### src/rtl/shift_sub_divider_pkg.sv
// Shared definitions for the shift/subtract restoring divider.
package shift_sub_divider_pkg;

  localparam int unsigned DEFAULT_WIDTH = 16;

  typedef enum logic [1:0] {
    IDLE  = 2'd0,
    SHIFT = 2'd1,
    SUB   = 2'd2,
    DONE  = 2'd3
  } state_t;

endpackage

### src/rtl/shift_sub_divider_sub.sv
// Trial subtraction for one restoring-division step: diff = r - d, with borrow out.
module div_sub_stage
  import shift_sub_divider_pkg::*;
#(
  parameter int unsigned width = DEFAULT_WIDTH
) (
  input  logic [width:0]   r,
  input  logic [width-1:0] d,
  output logic [width:0]   diff,
  output logic             borrow
);

  logic [width+1:0] full;

  // One extra bit above r so the sign of the result is the borrow.
  assign full   = {1'b0, r} - {2'b00, d};
  assign diff   = full[width:0];
  assign borrow = full[width+1];

endmodule

### src/rtl/shift_sub_divider.sv
// Sequential unsigned restoring divider: one SHIFT and one SUB cycle per quotient bit.
module shift_sub_divider
  import shift_sub_divider_pkg::*;
#(
  parameter int unsigned width = DEFAULT_WIDTH
) (
  input  logic             CLK,
  input  logic             RST,
  input  logic             Begin,
  input  logic [width-1:0] Dividend,
  input  logic [width-1:0] Divisor,
  output logic             Busy,
  output logic             End,
  output logic             DivByZero,
  output logic [width-1:0] Quotient,
  output logic [width-1:0] Remainder
);

  localparam int unsigned CW = $clog2(width) + 1;
  localparam logic [CW-1:0] LAST = CW'(width - 1);

  state_t           state, state_next;
  logic [width:0]   r;
  logic [width-1:0] q, d;
  logic [CW-1:0]    cnt;
  logic [width:0]   diff;
  logic             borrow;

  div_sub_stage #(.width(width)) u_sub (
    .r      (r),
    .d      (d),
    .diff   (diff),
    .borrow (borrow)
  );

  assign Busy = (state == SHIFT) || (state == SUB);
  assign End  = (state == DONE);

  always_ff @(posedge CLK) begin
    if (RST) state <= IDLE;
    else     state <= state_next;
  end

  always_comb begin
    state_next = state;
    case (state)
      IDLE, DONE: if (Begin) state_next = (Divisor == '0) ? DONE : SHIFT;
      SHIFT:      state_next = SUB;
      SUB:        state_next = (cnt == LAST) ? DONE : SHIFT;
      default:    state_next = IDLE;
    endcase
  end

  always_ff @(posedge CLK) begin
    if (RST) begin
      r         <= '0;
      q         <= '0;
      d         <= '0;
      cnt       <= '0;
      Quotient  <= '0;
      Remainder <= '0;
      DivByZero <= 1'b0;
    end else begin
      case (state)
        IDLE, DONE: begin
          if (Begin) begin
            q   <= Dividend;
            d   <= Divisor;
            r   <= '0;
            cnt <= '0;
            if (Divisor == '0) begin
              DivByZero <= 1'b1;
              Quotient  <= '1;
              Remainder <= Dividend;
            end
          end
        end
        SHIFT: {r, q} <= {r[width-1:0], q, 1'b0};
        SUB: begin
          if (!borrow) r <= diff;
          q[0] <= ~borrow;
          cnt  <= cnt + 1'b1;
          // Results are taken from the values being written this cycle.
          if (cnt == LAST) begin
            Quotient  <= {q[width-1:1], ~borrow};
            Remainder <= borrow ? r[width-1:0] : diff[width-1:0];
            DivByZero <= 1'b0;
          end
        end
        default: ;
      endcase
    end
  end

endmodule

### config.mk
export PLATFORM = sky130hd
export DESIGN_NAME = shift_sub_divider
export DESIGN_NICKNAME = d
export VERILOG_FILES = /design/src/rtl/shift_sub_divider_pkg.sv /design/src/rtl/shift_sub_divider_sub.sv /design/src/rtl/shift_sub_divider.sv
export SDC_FILE = /design/constraint.sdc
export NUM_CORES = 1
export LEC_CHECK = 0
export BUFFER_PORTS_ARGS = -buffer_cell sky130_fd_sc_hd__buf_2
export CAP_MARGIN = 15
export CORE_ASPECT_RATIO = 1.2
export CORE_MARGIN = 2
export CORE_UTILIZATION = 54
export CTS_BUF_LIST = sky130_fd_sc_hd__clkbuf_4 sky130_fd_sc_hd__clkbuf_8
export DETAILED_ROUTE_END_ITERATION = 8
export HOLD_SLACK_MARGIN = 0.15
export PLACE_DENSITY = 0.75
export SKIP_LAST_GASP = 1
export SLEW_MARGIN = 20
export SYNTH_ARGS = -nofsm -noshare
export SYNTH_HDL_FRONTEND = slang
export SYNTH_SLANG_ARGS = --single-unit
### constraint.sdc
create_clock -name CLK -period 2.8 [get_ports CLK]
set_input_delay 0.42 -clock CLK [delete_from_list [all_inputs] [get_ports CLK]]
set_output_delay 0.42 -clock CLK [all_outputs]
set_load 0.01 [all_outputs]
==> out/qor.json <==
{
  "ys_ff_latch": 89,
  "clock_latency_ns": 0.37,
  "timing_worst_slew_pin_value_ns": 0.722,
  "tritoncts_clock_tree": "yes",
  "timing.max_slew.rel_slack_pct": 51.7,
  "route.detailed.wl_per_inst_um": 16.6,
  "critical_path.startpoint_type": "flop",
  "endpoint_kind": "flop",
  "yosysWarnings": 0,
  "cts_sink_count": 89,
  "number_of_buffers_added_by_the_clock_tree_synthesis_step": 9,
  "max_fanout_on_critical_path": 5,
  "die_h_um": 107,
  "synth_top_family_by_area": "compound AO/OA/AOI/OAI gates",
  "avgSynthCellArea_um2": 8.16,
  "floorplan.rows": 37,
  "post_route_fraction_of_the_period_consumed_by_the_critical_path_pct": 95.9,
  "setup_viol_count_final": 0,
  "boundaryPins": 70,
  "syn-num-nets": 645,
  "cp_data_required_time_ns": 3.07,
  "crit-reg2reg-capture": "r[15]",
  "via_per_inst": 5.94,
  "grt_first_pass_wirelength_um": 21400,
  "reg2reg_setup_slack_ns": 0.12,
  "post_route_cells_drive_above_1_share_pct": 18.9,
  "power.combinational.fraction_pct": 52.4,
  "detailedRoute.firstIterationViolations": 333,
  "firstDrtPassIters": 5,
  "synthFlopType": "dfxtp_1",
  "cts_root_buf": "clkbuf_8",
  "power-per-cell-area_nw_per_um2": 1000,
  "syn-instance-count": 587,
  "grt_max_degree": 42,
  "fin_worst_skew_ns": 0.0142,
  "remaining_drc_errors": 0,
  "antenna_cells_inserted": 0,
  "vias_after_detailed_routing": 4627,
  "seq_power_share_pct": 31.7,
  "globalRouteOverflowTotal": 0,
  "outcome": "completed",
  "number_of_cell_instances_on_the_worst_register_to_register_path": 9,
  "vias_in_the_first_global_route": 4439,
  "final_standard_cell_utilization_of_the_core_pct": 64.6,
  "hold-path-endpoint": "d[10]",
  "swShare_pct": 44.4,
  "finalNonFillerCells": 779,
  "report.final.hold_viol_count": 0,
  "finalNetCount": 715,
  "timing.setup.critical_path_class": "reg -> reg",
  "ctsLongestPathBuffers": 2,
  "final_antenna_net_count": 0,
  "holdCritPathClass": "in -> reg",
  "switchingPower_uw": 2470,
  "slew_violations": 0,
  "core_region_area_um2": 8610,
  "fin_crit_ns": 2.68,
  "unrepaired_setup_endpoints_after_global_routing": "false",
  "final_common_cell": "dfxtp_1",
  "synthAdderAreaFrac_pct": 6.17,
  "dp_hpwl_um": 9630,
  "power_internal_uw": 3090,
  "vdd.ir_drop.worst_v": 0.000403,
  "initial_antenna_violation_count": 0,
  "synthToLayoutAreaGrowth_pct": 16.1,
  "synth_cell_types": 63,
  "dpl_cells": 762,
  "clockPowerShare_pct": 15.9,
  "die_x_um": 90.0,
  "layout_common_cells": "dfxtp_1, nand2_1, buf_2",
  "fmax_ghz": 0.373,
  "cts.htree.levels": 3,
  "setup-tns-final_ns": 0,
  "synthesized_area_fraction_occupied_by_and_or_nand_nor_cells_pct": 18.7,
  "muxShareOfSynthArea_pct": 5.02,
  "grt_usage_pct": 27.1,
  "synth-xor-area-share_pct": 2.38,
  "clock_transition_at_the_register_clock_pins_on_the_worst_setup_and_hold_paths_after_cts_ns": 0.10,
  "syn_area_um2": 4790,
  "portBuffers": 69,
  "cellLeakagePower_uw": 0.00236,
  "hold_depth": 3,
  "synth_edf_count": 0,
  "cp.arrival_ns": 2.95,
  "place.gp.congestion": 1.12,
  "ys_seq_area_share_pct": 37.2,
  "effective_utilization_at_floorplan_pct": 55.6,
  "die-area_um2": 9640,
  "route.final.wire_length_um": 12900,
  "hold_start": "Divisor[10]",
  "synth_compound_gate_area_share_pct": 25.3,
  "worstReg2RegStart": "d[4]",
  "maxCapViolCount": 0,
  "ys_async_sr_fraction_pct": 0
}
[metrics by stage]
stage	hold slack, ns	power (uW)	area (um^2)	setup slack (ns)
floorplan	0.436	3740	4790	0.192
global placement	0.445	4510	5330	0.226
detailed placement	0.452	4580	5330	0.148
CTS	0.287	5450	5530	0.145
global route	0.302	5930	5560	0.0112
finish	0.286	5560	5560	0.116
[repair_timing]
action | 4_1_cts | 5_1_grt
resized for setup | 0 | 4
hold buffers | 0 | 0
setup endpoints to repair | 0 | 6
buffers inserted | 0 | 1
[routing by layer]
metal	global-route usage, %	wire (um)	share of wire [%]	vias up
li1	-	-	-	2246
met1	34.9	5540	43	2145
met2	47.1	6180	48	217
met3	3.30	948	7.4	19
met4	10.0	233	1.8	0
met5	0	0	0	-
[how the worst max path moves through the flow]
stage / startpoint / to / slack, ns
detailed placement: Divisor[15] / Remainder[15] / 0.15
finish: d[4] / r[15] / 0.12
CTS: d[14] / Remainder[8] / 0.14
global route: d[1] / Remainder[1] / 0.01
global placement: Divisor[15] / Remainder[11] / 0.23
floorplan: d[15] / Remainder[15] / 0.19
[power groups by stage]
stage               Combinational, uW  Sequential (uW)  Clock, uW
global placement                 2740             1770          0
floorplan                        1970             1770          0
finish                           2910             1760        887
CTS                              2800             1760        890
detailed placement               2790             1780          0
global route                     3200             1790        938
[logic make-up (layout without fill, tap and decap cells)]
logic type / after synthesis / count (layout)
and+or+nand+nor: 192 / 192
AOI/OAI and AO/OA: 181 / 181
DFF: 89 / 89
buffers and inverters: 65 / 140
muxes: 24 / 24
adders and majority gates: 23 / 23
xor gates and xnor gates: 13 / 13
[cell type report]
class	count	area, um^2
Clock inverter	6	56.3
Tap cell	117	146
Sequential cell	89	1780
Fill cell	763	3050
Timing Repair Buffer	93	538
Clock buffer	10	138
Multi-Input combinational cell	433	2780
Inverter	31	116
[registers in the layout (all words and copies together) (netlist names)]
| register | cells |
|---|---|
| q | 16 |
| d | 16 |
| state | 2 |
| Quotient | 16 |
| DivByZero | 1 |
| r | 17 |
| cnt | 5 |
| Remainder | 16 |
[worst max-delay path, stage by stage (launching register included)]
cell and delay (ns):
dfxtp_1 0.37, inv_1 0.07, ha_1 0.34, a21o_1 0.23, a31oi_1 0.26, a211oi_1 0.12, or3_1 0.38, a211o_1 0.35
xor2_1 0.16, a221o_1 0.31
[cell usage after synthesis (5+ instances only)]
cell / number / area [um^2]
mux2i_1: 24 / 240
a21oi_1: 46 / 230
a221oi_1: 5 / 43.8
ha_1: 22 / 275
dfxtp_1: 89 / 1780
o22ai_1: 16 / 100
xnor2_1: 6 / 52.6
nor3_1: 5 / 25.0
a211oi_1: 24 / 180
a22oi_1: 12 / 90.1
nor2_1: 63 / 236
clkbuf_1: 27 / 101
and3_1: 7 / 43.8
o21a_1: 5 / 37.5
and2_1: 6 / 37.5
o21ai_1: 7 / 35.0
nand2_1: 74 / 278
xor2_1: 7 / 61.3
o21ai_0: 28 / 140
nand2b_1: 5 / 31.3
nand3_1: 10 / 50.1
inv_1: 29 / 109
No activity file was read; power rests on OpenSTA's default activity.
